`src/rtl/sr_rx_ctrl.sv`:
```
// rtl/sr_rx_ctrl.sv - oversampling serial receive controller driving a serial-in shift register
module sr_rx_ctrl #(
  parameter int WIDTH = 4,
  parameter int DIV   = 4
) (
  input  logic                       clk,
  input  logic                       reset,
  input  logic                       in,
  input  logic                       enable,
  output logic [WIDTH-1:0]           data,
  output logic                       data_valid,
  output logic                       frame_err,
  output logic                       busy,
  output logic                       shift_en,
  output logic [$clog2(WIDTH+1)-1:0] bit_cnt
);

  localparam int CW = (DIV > 2) ? $clog2(DIV) : 1;
  localparam int BW = $clog2(WIDTH + 1);

  typedef enum logic [2:0] {
    IDLE    = 3'd0,
    START   = 3'd1,
    DATA    = 3'd2,
    STOP    = 3'd3,
    WAIT_HI = 3'd4
  } state_t;

  state_t           state;
  logic [CW-1:0]    cnt;
  logic [WIDTH-1:0] shreg;
  logic             sync1;
  logic             in_s;

  // Two-flop synchronizer for the asynchronous line; idles high so reset never looks like a start bit.
  always_ff @(posedge clk or negedge reset) begin
    if (!reset) begin
      sync1 <= 1'b1;
      in_s  <= 1'b1;
    end else begin
      sync1 <= in;
      in_s  <= sync1;
    end
  end

  // Frame sequencer: mid-bit sampling, shift-register control and registered strobes.
  always_ff @(posedge clk or negedge reset) begin
    if (!reset) begin
      state      <= IDLE;
      cnt        <= '0;
      shreg      <= '0;
      data       <= '0;
      data_valid <= 1'b0;
      frame_err  <= 1'b0;
      busy       <= 1'b0;
      shift_en   <= 1'b0;
      bit_cnt    <= '0;
    end else begin
      data_valid <= 1'b0;
      frame_err  <= 1'b0;
      shift_en   <= 1'b0;
      case (state)
        IDLE: begin
          if (enable && !in_s) begin
            state <= START;
            cnt   <= '0;
            busy  <= 1'b1;
          end
        end
        START: begin
          if (cnt == CW'(DIV / 2 - 1)) begin
            cnt <= '0;
            if (!in_s) begin
              state   <= DATA;
              bit_cnt <= '0;
            end else begin
              // Low pulse shorter than half a bit: treat as noise, no error.
              state <= IDLE;
              busy  <= 1'b0;
            end
          end else begin
            cnt <= cnt + CW'(1);
          end
        end
        DATA: begin
          if (cnt == CW'(DIV - 1)) begin
            cnt      <= '0;
            shreg    <= {in_s, shreg[WIDTH-1:1]};
            shift_en <= 1'b1;
            bit_cnt  <= bit_cnt + BW'(1);
            if (bit_cnt == BW'(WIDTH - 1)) begin
              state <= STOP;
            end
          end else begin
            cnt <= cnt + CW'(1);
          end
        end
        STOP: begin
          if (cnt == CW'(DIV - 1)) begin
            cnt <= '0;
            if (in_s) begin
              // Back to IDLE mid stop bit so an immediately following start edge is caught.
              data       <= shreg;
              data_valid <= 1'b1;
              state      <= IDLE;
              busy       <= 1'b0;
            end else begin
              frame_err <= 1'b1;
              state     <= WAIT_HI;
            end
          end else begin
            cnt <= cnt + CW'(1);
          end
        end
        WAIT_HI: begin
          // A line stuck low after a bad stop bit must not retrigger a frame.
          if (in_s) begin
            state <= IDLE;
            cnt   <= '0;
            busy  <= 1'b0;
          end
        end
        default: begin
          state <= IDLE;
          cnt   <= '0;
          busy  <= 1'b0;
        end
      endcase
    end
  end

endmodule
```
`config.mk`:
```
export PLATFORM = sky130hd
export DESIGN_NAME = sr_rx_ctrl
export DESIGN_NICKNAME = d
export VERILOG_FILES = /design/src/rtl/sr_rx_ctrl.sv
export SDC_FILE = /design/constraint.sdc
export NUM_CORES = 1
export LEC_CHECK = 0
export CAP_MARGIN = 5
export CORE_ASPECT_RATIO = 0.5
export CORE_MARGIN = 5
export CORE_UTILIZATION = 35
export DETAILED_ROUTE_END_ITERATION = 7
export PLACE_DENSITY_LB_ADDON = 0.1
export SYNTH_ARGS = -nofsm -noshare
export SYNTH_HDL_FRONTEND = slang
export SYNTH_SLANG_ARGS = --single-unit
export TNS_END_PERCENT = 50
```
`constraint.sdc`:
```
create_clock -name clk -period 1.5 [get_ports clk]
set_input_delay 0.3 -clock clk [delete_from_list [all_inputs] [get_ports clk]]
set_output_delay 0.3 -clock clk [all_outputs]
set_load 0.005 [all_outputs]
```
==> qor.txt, run 1 <==
Critical path data required time: 1.66 ns
Register area share after synthesis: 0.518
Die Ht: 49.0 µm
Reg power frac: 0.388
DR iter-0 viols: 41
# diodes: 0
Synth top area share: 0.469
Slew Limit Fails: 0
Largest net degree at the start of global routing: 14
Clock root buffer: clkbuf_8
Fmax achieved: 675 MHz
Maximum clock insertion buffer count: 2
Max transition margin: 0.767
Layout area overhead: 33.5%
Switching power: 0.000731 W
Synthesis Warnings: 0
Worst skew pair latency: 0.26 ns
Via-to-Cell Ratio: 4.78
R2R depth: 5
Via count: 736
Maximum VDD drop: 0.000706 V
RD Place Congestion: 0.739
EDFF count, synth: 0
Post-DRT Antenna Nets: 0
First-pass GRT wire length: 3670 µm
Wire length per cell: 14.0 µm
Post-synthesis register bit count: 22
Slew @ Worst Pin: 0.347 ns
Hold Path Class: in -> async
Setup-failing EPs final: 0
Top post-synthesis cells by count: dfrtp_1, inv_1, mux2_2
Leakage: 0.669 nW
Syn Area/Cell: 12.3 µm²
Combinational power share: 0.376
Cell variety after synth: 35
CP Class: reg -> reg
Most numerous cell in the Yosys netlist: dfrtp_1
Area leader, netlist: dfrtp_1
Initial DRT Pass Iterations: 4
FFs w/ async S/R, synth: 1.00
CTS tree: yes
Fin crit share: 0.988
Core ar.: 2960 µm²
# Max-Cap Violations: 0
Post-DP HPWL: 1600 µm
RSZ-0062 raised after global routing: true
Final Hold Viols: 0
Reg2Reg Capture Point: bit_cnt[1]$_DFFE_PN0P_
Site Rows: 14
Syn_nets: 96
GRT Util Overall: 0.112
P_int: 0.00163 W
Status: finished, final reports clean
Setup Skew: 0.00490 ns
Num CTS Buffers: 3
Final WL: 2150 µm
R2R Path Start: cnt[1]$_DFFE_PN0P_
Crit path arrival time: 1.64 ns
Critical Path Sink Type: flop
Reg clk slew, reported paths: 0.08 ns
Initial antenna violation count: 0
Share of layout cells above drive strength 1: 0.351
Top_reg_cell synth: dfrtp_1
Clock network power share: 0.236
# clock sinks: 22
Starting density of the core: 0.361
Mapped Cells: 87
Setup_tns: 0 ns
Total power draw: 0.00236 W
Power Dens Cells: 1660 nW/µm²
DIE WIDTH: 88.1 µm
Layout Utilization: 0.481
Vias in the first global route: 758
Port buffer count: 14
NumNets Final: 124
# fillers: 273
Total grt overflow: 0
Sw frac: 0.309
Startpoint Class: flop
Die area: 4320 µm²
H-tree Lvls: 1
Cell area after synthesis: 1070 µm²
Crit path max fanout: 4
DRC Markers: 0
Tmin final: 1.48 ns
IO Pins: 15
R2R setup slack: 0.02 ns
Synth top area cells: dfrtp_1, mux2_2, ha_1
[worst max-delay path by stage]
| stage | start | endpoint |
|---|---|---|
| floorplan | cnt[0]$_DFFE_PN0P_ | data[0]$_DFFE_PN0P_ |
| global placement | enable | busy$_DFFE_PN0P_ |
| detailed placement | enable | busy$_DFFE_PN0P_ |
| CTS | cnt[1]$_DFFE_PN0P_ | bit_cnt[1]$_DFFE_PN0P_ |
| global route | cnt[1]$_DFFE_PN0P_ | data[1]$_DFFE_PN0P_ |
| finish | cnt[1]$_DFFE_PN0P_ | bit_cnt[1]$_DFFE_PN0P_ |
[power by group through the flow]
| stage | Combinational [W] | Clock (W) | Sequential, W |
|---|---|---|---|
| floorplan | 0.000550 | 0 | 0.000879 |
| global placement | 0.000849 | 0 | 0.000909 |
| detailed placement | 0.000875 | 0 | 0.000922 |
| CTS | 0.000876 | 0.000579 | 0.000908 |
| global route | 0.000987 | 0.000607 | 0.000944 |
| finish | 0.000889 | 0.000557 | 0.000919 |
[what timing repair did]
| item | CTS | global route |
|---|---|---|
| endpoints found under the setup margin | 7 | 2 |
| setup buffers | 0 | 1 |
| pin swaps | 0 | 1 |
| hold buffers | 0 | 0 |
| resized for setup | 5 | 5 |
[placed cells by master, fill, tap and decap left out, types with 2 or more instances in the layout]
| cell type | count |
|---|---|
| nand2_1 | 4 |
| nor2_1 | 2 |
| inv_1 | 6 |
| clkdlybuf4s50_1 | 11 |
| ha_4 | 2 |
| a21oi_1 | 3 |
| clkbuf_8 | 3 |
| o21ai_0 | 2 |
| dlygate4sd2_1 | 2 |
| dfrtp_1 | 19 |
| nor3b_1 | 2 |
| mux2_4 | 5 |
| nand3_1 | 3 |
| mux2_2 | 5 |
| a211oi_1 | 2 |
| dfstp_2 | 2 |
| buf_4 | 16 |
| ha_1 | 3 |
[critical path, cell delays in order, from the launching register on]
cell       delay (ns)
dfrtp_1          0.44
inv_2            0.09
ha_4             0.15
nand4bb_1        0.15
a21oi_2          0.23
mux2_4           0.32
[routing by layer]
layer | wire length, µm | vias to the layer above | global-route usage | part of all wire
met5 | 0 | - | 0 | 0
met4 | 17 | 0 | 0.0302 | 0.0079
met3 | 82 | 4 | 0.0489 | 0.038
met2 | 1030 | 9 | 0.174 | 0.48
met1 | 1020 | 363 | 0.142 | 0.48
li1 | - | 360 | - | -
[cell type report]
cell class,count,area (µm²),area share
Tap cell,40,50.0,0.0351
Clock buffer,3,41.3,0.0290
Inverter,7,26.3,0.0184
Clock inverter,1,30.0,0.0211
Timing Repair Buffer,30,260,0.183
Multi-Input combinational cell,51,463,0.325
Sequential cell,22,554,0.389
[cell families after synthesis]
family / after synthesis / synth area share
buffers and inverters: 14 / 0.0809
adders and majority gates: 5 / 0.0586
AOI/OAI and AO/OA: 13 / 0.0809
and+or+nand+nor: 22 / 0.132
muxes: 11 / 0.129
DFF: 22 / 0.518
[sequential cells by signal (all words and copies together) (netlist names)]
name        count
shift_en        1
data_valid      1
frame_err       1
sync1           1
shreg           4
data            4
bit_cnt         3
in_s            1
state           3
cnt             2
busy            1
[stage by stage]
step | area [µm²] | cells | setup WS [ns] | hold slack (ns)
4_1_cts | 1400 | 153 | -0.0368 | 0.226
2_1_floorplan | 1080 | 87 | 0.00950 | 0.00441
6_report | 1430 | 154 | 0.0184 | 0.233
3_3_place_gp | 1320 | 149 | -0.177 | 0.349
3_5_place_dp | 1320 | 149 | -0.209 | 0.351
5_1_grt | 1430 | 154 | -0.0172 | 0.238
No activity file was read; power rests on OpenSTA's default activity.
==> run 2, diff against run 1 <==
PLACE_DENSITY = 0.69   (was not set)
PLACE_DENSITY_LB_ADDON = not set   (was 0.1)
SKIP_CTS_REPAIR_TIMING = 1   (was not set)
==> qor.txt, run 2 (synthesized netlist as in run 1, its figures left out) <==
Status: finished, final reports clean (unchanged)
Wire length per cell: 13.1 µm (was 14.0 µm)
Final WL: 2030 µm (was 2150 µm)
# diodes: 0 (unchanged)
Layout Utilization: 0.483 (was 0.481)
Max transition margin: 0.756 (was 0.767)
Crit path max fanout: 3 (was 4)
Worst path bufs/invs: 1 (unchanged)
RSZ-0062 raised after global routing: true (unchanged)
P_int: 0.00166 W (was 0.00163 W)
Slew Limit Fails: 0 (unchanged)
Die area: 4320 µm² (unchanged)
Die Ht: 49.0 µm (unchanged)
Maximum clock insertion buffer count: 2 (unchanged)
Starting density of the core: 0.361 (unchanged)
# fillers: 273 (unchanged)
Fin crit share: 0.991 (was 0.988)
Sw frac: 0.302 (was 0.309)
Via count: 734 (was 736)
Worst skew pair latency: 0.27 ns (was 0.26 ns)
DRC Markers: 0 (unchanged)
Clock root buffer: clkbuf_8 (unchanged)
Largest net degree at the start of global routing: 23 (was 14)
Commonest non-fill, non-tap cells in the layout: dfrtp_1, buf_4, clkdlybuf4s50_1 (unchanged)
Site Rows: 14 (unchanged)
Total grt overflow: 0 (unchanged)
Biggest regs: data (4), shreg (4) (unchanged)
Post-DP HPWL: 1490 µm (was 1600 µm)
Num CTS Buffers: 3 (unchanged)
Hold_ws: 0.360 ns (was 0.233 ns)
Setup_tns: 0 ns (unchanged)
Initial antenna violation count: 0 (unchanged)
Slowest cell on crit path: dfrtp_1 (unchanged)
Critical Path Sink Type: flop (unchanged)
GRT Util Overall: 0.115 (was 0.112)
Layout area overhead: 34.0% (was 33.5%)
Final Hold Viols: 0 (unchanged)
Hold Path Class: reg -> reg (was in -> async)
Cell family with most CP delay: flip-flops (unchanged)
Via-to-Cell Ratio: 4.74 (was 4.78)
RD Place Congestion: 0.805 (was 0.739)
Most common cell after layout, fill and taps aside: dfrtp_1 (unchanged)
Setup Skew: 0.00212 ns (was 0.00490 ns)
Reg power frac: 0.384 (was 0.388)
Critical path data required time: 1.66 ns (about the same)
Initial DRT Pass Iterations: 4 (unchanged)
Core ar.: 2960 µm² (unchanged)
Crit path arrival time: 1.64 ns (about the same)
Clock network power share: 0.232 (was 0.236)
Power Dens Cells: 1670 nW/µm² (was 1660 nW/µm²)
CTS tree: yes (unchanged)
Share of layout cells above drive strength 1: 0.348 (was 0.351)
CP cell instances: inv_1, ha_2, nand4bb_1, a21oi_2, mux2_4 (was inv_2, ha_4, nand4bb_1, a21oi_2, mux2_4)
Setup-failing EPs final: 0 (unchanged)
Fmax achieved: 673 MHz (was 675 MHz)
NumNets Final: 125 (was 124)
DIE WIDTH: 88.1 µm (unchanged)
Tmin final: 1.49 ns (was 1.48 ns)
H-tree Lvls: 1 (unchanged)
Total power draw: 0.00238 W (was 0.00236 W)
Combinational power share: 0.383 (was 0.376)
CP Class: reg -> reg (unchanged)
Leakage: 0.695 nW (was 0.669 nW)
Crit-path max cell delay: 0.42 ns (was 0.44 ns)
Reg clk slew, reported paths: 0.08 ns (about the same)
# clock sinks: 22 (unchanged)
Vias in the first global route: 742 (was 758)
First-pass GRT wire length: 3690 µm (was 3670 µm)
Post-DRT Antenna Nets: 0 (unchanged)
Startpoint Class: flop (unchanged)
Slew @ Worst Pin: 0.363 ns (was 0.347 ns)
# Max-Cap Violations: 0 (unchanged)
Switching power: 0.000719 W (was 0.000731 W)
IO Pins: 15 (unchanged)
Maximum VDD drop: 0.000627 V (was 0.000706 V)
Port buffer count: 14 (unchanged)
DR iter-0 viols: 68 (was 41)
[run 2: cell types whose count changed in the layout (fill, tap and decap cells not counted)]
| cell | delta |
|---|---|
| dlymetal6s2s_1 | +2 |
| ha_2 | +1 |
| o21ai_0 | -1 |
| ha_4 | -1 |
| dlygate4sd2_1 | -2 |
| inv_1 | +1 |
| o21ai_1 | +1 |
| inv_2 | -1 |
| buf_4 | +1 |
[run 2: routing by layer]
metal	GRT usage	wire [µm]	vias up
li1	-	-	362
met1	0.142	928	361
met2	0.176	981	7
met3	0.0354	56	4
met4	0.0678	60	0
met5	0	0	-
[run 2: final timing paths]
check                                          to          startpoint  slack [ns]  cells past startpoint
max reg2reg                bit_cnt[1]$_DFFE_PN0P_  cnt[1]$_DFFE_PN0P_        0.01                      5
max in group asynchronous         sync1$_DFF_PN1_               reset        0.86                      2
min in group asynchronous    state[0]$_DFFE_PN0P_               reset        0.37                      2
min                                in_s$_DFF_PN1_     sync1$_DFF_PN1_        0.36                      0
max                        bit_cnt[1]$_DFFE_PN0P_  cnt[1]$_DFFE_PN0P_        0.01                      5
min reg2reg                        in_s$_DFF_PN1_     sync1$_DFF_PN1_        0.36                      0
[run 2: area by class of cell]
type	count	area [µm²]	area share
repair buffers	31	275	0.192
well taps	40	50.0	0.0350
clock buffers	3	41.3	0.0289
flip-flops and latches	22	554	0.388
clock inverters	1	30.0	0.0210
multi-input cells	51	453	0.317
inverters	7	26.3	0.0184
[run 2: power by group through the flow]
stage          clock network [W]  logic (W)  registers, W
2_1_floorplan                  0   0.000550      0.000879
4_1_cts                 0.000575   0.000901      0.000916
5_1_grt                 0.000602    0.00103      0.000955
3_5_place_dp                   0   0.000897      0.000930
3_3_place_gp                   0   0.000876      0.000917
6_report                0.000553   0.000913      0.000915
[run 2: through the flow]
stage          area, µm²  setup WS [ns]  instances
2_1_floorplan       1080        0.00950         87
3_3_place_gp        1330         -0.173        150
3_5_place_dp        1330         -0.196        150
4_1_cts             1400        -0.0232        154
5_1_grt             1430        -0.0671        155
6_report            1430         0.0138        155
